### src/rtl/ram_arbiter.sv
// Shared screen/work RAM arbiter: the CPU owns the RAM by default and the video renderer takes it in whole-line bursts.
// Optional stall statistics are compiled in with the RAM_ARBITER_STATS_EN macro.
module ram_arbiter #(
    parameter int ADDR_WIDTH = 11,
    parameter int DATA_WIDTH = 8
) (
    input  logic                  clk,
    input  logic                  reset,
    input  logic                  cpu_req,
    input  logic                  cpu_we,
    input  logic [ADDR_WIDTH-1:0] cpu_addr,
    input  logic [DATA_WIDTH-1:0] cpu_din,
    output logic                  cpu_rdy,
    output logic [DATA_WIDTH-1:0] cpu_dout,
    output logic                  cpu_dvalid,
    input  logic                  vid_req,
    input  logic [ADDR_WIDTH-1:0] vid_addr,
    output logic                  vid_grant,
    output logic [DATA_WIDTH-1:0] vid_data,
    output logic                  vid_valid,
    output logic [ADDR_WIDTH-1:0] ram_addr,
    output logic [DATA_WIDTH-1:0] ram_din,
    output logic                  ram_we,
    input  logic [DATA_WIDTH-1:0] ram_dout
`ifdef RAM_ARBITER_STATS_EN
    ,
    input  logic                  stats_clr,
    output logic [15:0]           stall_count
`endif
);

    typedef enum logic [1:0] {
        ST_CPU,
        ST_HANDOFF,
        ST_VIDEO,
        ST_RETURN
    } state_t;

    state_t r_state;
    state_t w_next;
    logic   r_cpu_dvalid;
    logic   r_vid_valid;

    // NOTE: sequential state uses non-blocking assignments so every register samples pre-edge values.
    always_ff @(posedge clk or negedge reset) begin
        if (!reset) begin
            r_state      <= ST_CPU;
            r_cpu_dvalid <= 1'b0;
            r_vid_valid  <= 1'b0;
        end else begin
            r_state      <= w_next;
            r_cpu_dvalid <= (r_state == ST_CPU) && cpu_req && !cpu_we;
            r_vid_valid  <= (r_state == ST_VIDEO);
        end
    end

    // NOTE: every output of this block gets a default first, so no path can infer a latch.
    always_comb begin
        w_next    = r_state;
        cpu_rdy   = 1'b0;
        vid_grant = 1'b0;
        ram_we    = 1'b0;
        ram_addr  = cpu_addr;
        unique case (r_state)
            ST_CPU: begin
                cpu_rdy = 1'b1;
                // NOTE: reset gates the write strobe so a request during reset never reaches the RAM.
                ram_we  = reset && cpu_req && cpu_we;
                if (vid_req) w_next = ST_HANDOFF;
            end
            ST_HANDOFF: begin
                ram_addr = vid_addr;
                w_next   = vid_req ? ST_VIDEO : ST_RETURN;
            end
            ST_VIDEO: begin
                vid_grant = 1'b1;
                ram_addr  = vid_addr;
                if (!vid_req) w_next = ST_RETURN;
            end
            ST_RETURN: begin
                w_next = ST_CPU;
            end
            default: begin
                w_next = ST_CPU;
            end
        endcase
    end

    // Both masters see the same registered RAM output; the valid strobes say whose it is.
    assign ram_din    = cpu_din;
    assign cpu_dout   = ram_dout;
    assign vid_data   = ram_dout;
    assign cpu_dvalid = r_cpu_dvalid;
    assign vid_valid  = r_vid_valid;

`ifdef RAM_ARBITER_STATS_EN
    logic        w_stall;
    logic [15:0] r_stall_count;

    assign w_stall = cpu_req && !cpu_rdy;

    always_ff @(posedge clk or negedge reset) begin
        if (!reset) begin
            r_stall_count <= 16'd0;
        end else if (stats_clr) begin
            r_stall_count <= 16'd0;
        end else if (w_stall && (r_stall_count != 16'hFFFF)) begin
            r_stall_count <= r_stall_count + 16'd1;
        end
    end

    assign stall_count = r_stall_count;
`endif

endmodule
### config.mk
export PLATFORM = sky130hd
export DESIGN_NAME = ram_arbiter
export DESIGN_NICKNAME = d
export VERILOG_FILES = /design/src/rtl/ram_arbiter.sv
export SDC_FILE = /design/constraint.sdc
export NUM_CORES = 1
export LEC_CHECK = 0
export ABC_AREA = 1
export CAP_MARGIN = 20
export CORE_MARGIN = 3
export CORE_UTILIZATION = 25
export CTS_CLUSTER_DIAMETER = 60
export CTS_CLUSTER_SIZE = 16
export DETAILED_ROUTE_END_ITERATION = 16
export HOLD_SLACK_MARGIN = 0.08
export PLACE_DENSITY = 0.92
export SYNTH_ARGS = -nofsm -noshare
export SYNTH_HDL_FRONTEND = slang
export SYNTH_SLANG_ARGS = --single-unit
### constraint.sdc
create_clock -name clk -period 1.8 [get_ports clk]
set_input_delay 0.36 -clock clk [delete_from_list [all_inputs] [get_ports clk]]
set_output_delay 0.36 -clock clk [all_outputs]
set_load 0.005 [all_outputs]
* After elaboration in Yosys (flattened, before gate mapping)
Cells that the tools add are included.
** Storage, ports and cells
- Flip-flop bits (word level) :: 4
- Bits of input ports :: 43
- Word-level logic and storage cells :: 24
** Cells by class
- Eq/ne operators :: 5
- Mux-type cells :: 8
- Reductions and logical operators :: 8
** Operators by type and width (count)
- 11-bit two-way mux :: 1
- 2-bit one-hot mux with 4 select lines :: 1
- 2-bit == test (second input constant) :: 2
- 1-bit logical AND :: 4
- 1-bit two-way mux :: 4
- 2-bit two-way mux :: 2
- 2-bit inequality test (second input constant) :: 2
- 2-bit by 1-bit == test with 1-bit output (second input constant) :: 1
- 2-bit logical NOT :: 1
- 2-bit AND reduction :: 1
- 2-bit OR reduction :: 1
- 1-bit logical NOT :: 1

* Depth between registers and ports, before layout
Gate-level depths: netlist of the first run.
- Depth in word-level cells :: 3
- Depth in mapped cells :: 7
- Mapped depth without buffers :: 7

* Worst setup path before layout of the first run
OpenSTA, ideal clock, no wires.
- Path kind :: reg-to-output
- Start :: reg r_state[1]
- End :: out ram_addr[0]
- Arrival :: 1.082 ns
- Required time :: 1.440 ns
- Slack :: 0.358 ns
- Stages on the path, launching flop included :: 5
- Cells stage by stage :: dfrtp_1 inv_1 ha_1 buf_6 o21ai_0
** On the way
- Longest elaborated chain between the ends :: 3
** Ends and longest elaborated chain
- start: declaration :: line 39 : state_t r_state;
- start signal: assignment :: line 51 : r_state <= w_next;
- 2-bit == test or 2-bit by 1-bit == test with 1-bit output (tied branches) :: line 64 : unique case (r_state)
- 2-bit OR reduction (no source line) *
- 11-bit two-way mux * :: line 64
- end: declaration :: line 21 : output logic [ADDR_WIDTH-1:0] ram_addr,
Mark *: on every way between the ends. The rest lies on a longest branch, timed or not.

* Final worst setup path of the first run
- Start :: reg r_state[0]
- End :: out cpu_rdy
** On the way
- Longest elaborated chain between the ends :: 2
** Ends and longest elaborated chain
- 2-bit logical NOT :: line 64
- 1-bit two-way mux :: line 64
- end: declaration :: line 13 : output logic cpu_rdy,
Every way passes these cells.

==> results.cfg, run 1 <==
[synth]
ys_seq_area_frac = 0.177
synth.ff_latch_count = 4
synth_top_area_frac = 0.318
yosys-top-cells-area = buf_4, dfrtp_1, nand2_1, inv_1, o21ai_0
yosysMostFrequentCell = buf_4
syn_area_per_cell_um2 = 6.44
yosysTopAreaCell = buf_4
synth_edf_count = 0
ys_types = 11
netlist_top_cells_count = buf_4, nand2_1, inv_1
syn-instance-count = 88
syn_nets = 134
async_flop_share = 1.00
synthFlopType = dfrtp_1
yosysWarnings = 0
synth_area_um2 = 567

[setup_path]
crit_fanout = 3
r2r_start = r_state[0]
end_kind = output pin
worstSetupStartpointType = flip-flop
crit_arrival_ns = 1.35
crit_slowest_cell = clkdlybuf4s50_1
max_stage_delay_ns = 0.49
reg2reg_slack_ns = 0.56
path_cells = inv_2 > ha_4 > clkdlybuf4s50_1
path_class = reg -> out
required_ns = 1.44
reg2reg_depth = 8
r2r_end = r_state[0]

[place]
post-place-ws_ns = -0.168
hpwl_um = 1210
port_buffers = 42
dpl-instance-area_um2 = 883
dpl.cell_count = 138
gp_congestion = 0.729

[detailed_routing]
drc = 0
routed_via_density = 4.25
vias = 612
first_iter_violations = 3
wl_um = 1600
dr.pass1.iters = 5
avgRoutedWirePerCell_um = 11.1
ant_nets = 0

[sta]
fin_crit_ns = 1.71
slew_headroom = 0.916
setup_viol_count_final = 0
max_slew.worst_pin.slew_ns = 0.125
worst_clock_skew_ns = 0.000734
rsz0062_at_grt = no
hold_viol = 0
maxSlewViolCount = 0
fin_crit_sh = 0.952
final.setup.worst_slack_ns = 0.0861
fmax_mhz = 583

[finish]
antenna_cells = 0
seq_area_um2 = 100
final_nets = 165
drive_above_1_share = 0.274
n_fill_cell = 220
final_area_um2 = 920
multi_input_area_um2 = 235
area_growth_pct = 62.3
final-instance-count-excl-fill = 144

[clock_network]
insertion_delay_ns = 0.23
ctsHoldBuffers = 0
h-tree-depth = 1
root_buffer = clkbuf_4
clk_pin_slew_ns = 0.04
clk_path_buf_depth = 2
clock-sinks = 4
cts_buffers = 3
cts_tree = built

[grt]
grt_pass1_vias = 513
grt_pass1_wl_um = 2130
grt_max_degree = 24
antenna_found_initial = 0
grt_usage = 0.0986
overflow = 0

[power_and_ir_drop]
power_density_mw_per_mm2 = 1700
p_leak_uw = 0.000487
vdd_ir_drop_max_mv = 0.886

[floorplanning]
die_area_mm2 = 0.00287
rows = 16
start_util = 0.275
num_io_pins = 83
core_region_area_mm2 = 0.00206
die_x_um = 53.6
die_h_um = 53.6

[worst_hold_path]
hold_path_class = in -> async

[job]
drv_cap = 0

[status]
outcome = finished, final reports clean
[kinds of logic (layout without fill, tap and decap cells)]
family,Yosys count,in the layout,synth area share
simple gates,27,27,0.188
compound gates,12,12,0.106
fa+ha+maj,3,3,0.0662
flops,4,4,0.177
buf+inv,42,71,0.464
[registers in the layout, summed over array words and instances (netlist names)]
signal,count
cpu_dvalid,1
r_state,2
vid_valid,1
[how the worst max path moves through the flow]
stage | endpoint | slack (ns) | from | depth (start not counted)
floorplan | ram_addr[0] | 0.36 | r_state[1] | 4
global placement | ram_addr[3] | -0.1 | r_state[0] | 5
detailed placement | ram_addr[4] | -0.17 | r_state[0] | 5
CTS | ram_addr[5] | 0.0005 | r_state[1] | 5
global route | ram_addr[6] | 0.02 | r_state[0] | 5
finish | cpu_rdy | 0.09 | r_state[0] | 3
[final cells by class]
cell class | count | share of cell area
Clock buffer | 3 | 0.0245
Sequential cell | 4 | 0.109
Inverter | 16 | 0.0653
Tap cell | 27 | 0.0367
Timing Repair Buffer | 52 | 0.509
Multi-Input combinational cell | 42 | 0.256
[worst max-delay path, delay by kind of cell (launching register included)]
family	cells	cell delay [ns]
buf+inv	2	0.58
flops	1	0.39
fa+ha+maj	1	0.15
[layout by cell type (no fill, tap or decap), drive strengths merged]
| cell | count |
|---|---|
| clkbuf | 7 |
| nand3b | 1 |
| buf | 17 |
| nand3 | 1 |
| nor2 | 2 |
| dlygate4sd2 | 2 |
| inv | 16 |
| o21ai | 11 |
| clkdlybuf4s50 | 29 |
| ha | 3 |
| dfrtp | 4 |
| a21oi | 1 |
| nand2 | 23 |
[routing by layer]
metal,vias to the layer above,share of wire,global-route usage
met5,-,0,0
met4,0,0.011,0.0468
met3,4,0.11,0.0526
met2,33,0.52,0.176
met1,275,0.36,0.0917
li1,300,-,-
[stage by stage]
| step | setup TNS, ns | hold slack [ns] | power [uW] | utilization |
|---|---|---|---|---|
| global placement | -0.954 | 0.598 | 1290 | 0.428 |
| floorplan | 0 | 0.0644 | 697 | - |
| CTS | 0 | 0.416 | 1480 | 0.453 |
| finish | 0 | 0.420 | 1560 | 0.446 |
| detailed placement | -1.52 | 0.619 | 1340 | 0.428 |
| global route | 0 | 0.417 | 1710 | 0.446 |
[timing repair]
item	in CTS	in global routing
gates cloned	0	1
pin swaps	1	0
endpoints found under the setup margin	14	11
resized for setup	44	19
setup buffers	1	1
[power by group]
group | leakage [uW] | switching [uW] | total, uW | internal [uW]
Clock | 0.0000138 | 42.3 | 117 | 75.0
Sequential | 0.0000507 | 21.1 | 150 | 129
Combinational | 0.000423 | 567 | 1290 | 725
Total | 0.000487 | 631 | 1560 | 929
No activity file was read; power rests on OpenSTA's default activity.
==> run 2, diff against run 1 <==
- SETUP_SLACK_MARGIN: unset -> 0.4
==> results.cfg, run 2 (synthesis gave the netlist of run 1 again) <==
[setup_path]
crit_arrival_ns = 1.39
max_stage_delay_ns = 0.37
crit_slowest_cell = dfrtp_1
reg2reg_depth = 10
r2r_end = r_state[1]
required_ns = 1.44
r2r_start = r_state[0]
crit_fanout = 6
startpoint = r_state[0]
reg2reg_slack_ns = 0.37
worstSetupStartpointType = flip-flop
end_kind = output pin
path_class = reg -> out
endpoint = ram_addr[9]
path_cells = inv_2 > ha_4 > clkbuf_16 > nand2_1 > o21ai_1 > buf_2

[clock_network]
cts_buffers = 3
clk_path_buf_depth = 2
ctsHoldBuffers = 0
clk_pin_slew_ns = 0.05
clock-sinks = 4
insertion_delay_ns = 0.25
h-tree-depth = 1
root_buffer = clkbuf_4
cts_tree = built

[detailed_routing]
wl_met3_um = 172
wl_met2_um = 925
avgRoutedWirePerCell_um = 11.5
vias = 652
ant_nets = 0
top_layer_used = met4
wl_um = 1760
drc = 0
dr.pass1.iters = 6
wl_met1_um = 642
first_iter_violations = 8
routed_via_density = 4.26

[finish]
drive_above_1_share = 0.460
layout_common_cells = clkdlybuf4s50_1, buf_4, inv_1
n_fill_cell = 184
final_area_mm2 = 0.00105
antenna_cells = 0
top_register = r_state
area_growth_pct = 86.1
final_nets = 174
final_common_cell = clkdlybuf4s50_1
largest_reg_flops = 2

[power_and_ir_drop]
vdd_ir_drop_max_mv = 0.943
finalPower_uw = 1990
p_leak_uw = 0.000555
power_density_mw_per_mm2 = 1890

[place]
gp_congestion = 0.729
dpl-instance-area_um2 = 883
port_buffers = 42
hpwl_um = 1210

[status]
outcome = finished, final reports clean

[grt]
grt_max_degree = 13
overflow = 0
grt_pass1_vias = 572
antenna_found_initial = 0
grt_pass1_wl_um = 2500
grt_usage = 0.119

[job]
drv_cap = 0

[floorplanning]
rows = 16
die_x_um = 53.6
start_util = 0.275
core_region_area_mm2 = 0.00206
die_area_mm2 = 0.00287
die_h_um = 53.6
num_io_pins = 83

[worst_hold_path]
hold_path_class = in -> async

[sta]
fmax_mhz = 572
fin_crit_ns = 1.75
worst_clock_skew_ns = 0.00538
max_slew.worst_pin.slew_ns = 0.151
rsz0062_at_grt = yes
setup_tns_ns = 0
maxSlewViolCount = 0
slew_headroom = 0.899
hold_viol = 0
fin_crit_sh = 0.971
setup_viol_count_final = 0
## run 2: cell count changes in the layout (fill, tap and decap cells not counted), moves of 2 or more
cell             before  now
nand2_2               0   11
clkdlybuf4s50_1      29   24
nand2_1              23   12
buf_2                 8   12
dlygate4sd2_1         2    4
buf_4                 8   14
buf_6                 0    4
clkbuf_2              3    0
## run 2: power by group
| group | internal [uW] | total, uW | switching, uW | leakage [uW] |
|---|---|---|---|---|
| sequential | 129 | 150 | 21.2 | 0.0000507 |
| combinational | 1010 | 1720 | 706 | 0.000491 |
| clock | 75.5 | 125 | 49.2 | 0.0000138 |
| total | 1220 | 1990 | 776 | 0.000555 |
## run 2: critical path, delay by kind of cell, from the launching register on
family	cells	cell delay, ns
flops	1	0.37
buf+inv	3	0.35
compound gates	1	0.06
fa+ha+maj	1	0.32
simple gates	1	0.05
## run 2: what timing repair did
| item | 4_1_cts | 5_1_grt |
|---|---|---|
| endpoints found under the setup margin | 16 | 16 |
| pin swaps | 3 | 5 |
| gates resized for setup | 84 | 16 |
| gates cloned | 1 | 1 |
| buffers inserted | 7 | 3 |
## run 2: how the worst min path moves through the flow
stage,startpoint,to,cells past startpoint
3_3_place_gp,r_state[1],r_state[1],3
6_report,reset,cpu_dvalid,2
3_5_place_dp,r_state[1],r_state[1],3
4_1_cts,reset,cpu_dvalid,2
5_1_grt,reset,cpu_dvalid,2
2_1_floorplan,reset,cpu_dvalid,0
## run 2: metrics by stage
stage | worst slack, ns | hold slack, ns | instances | util
3_3_place_gp | -0.0998 | 0.598 | 138 | 0.428
3_5_place_dp | -0.168 | 0.619 | 138 | 0.428
2_1_floorplan | 0.358 | 0.0644 | 88 | -
5_1_grt | -0.00698 | 0.146 | 153 | 0.512
4_1_cts | 0.0860 | 0.149 | 149 | 0.465
6_report | 0.0518 | 0.141 | 153 | 0.512
## run 2: layer usage
metal	GRT usage	vias up
li1	-	317
met2	0.218	34
met1	0.115	297
met3	0.0416	4
met4	0.0638	0
met5	0	-
## run 2: cell type report
class	instances	area, um2	area share
Timing Repair Buffer	61	558	0.529
Multi-Input combinational cell	42	280	0.266
Inverter	16	60.1	0.0569
Sequential cell	4	100	0.0949
Tap cell	27	33.8	0.0320
Clock buffer	3	22.5	0.0214
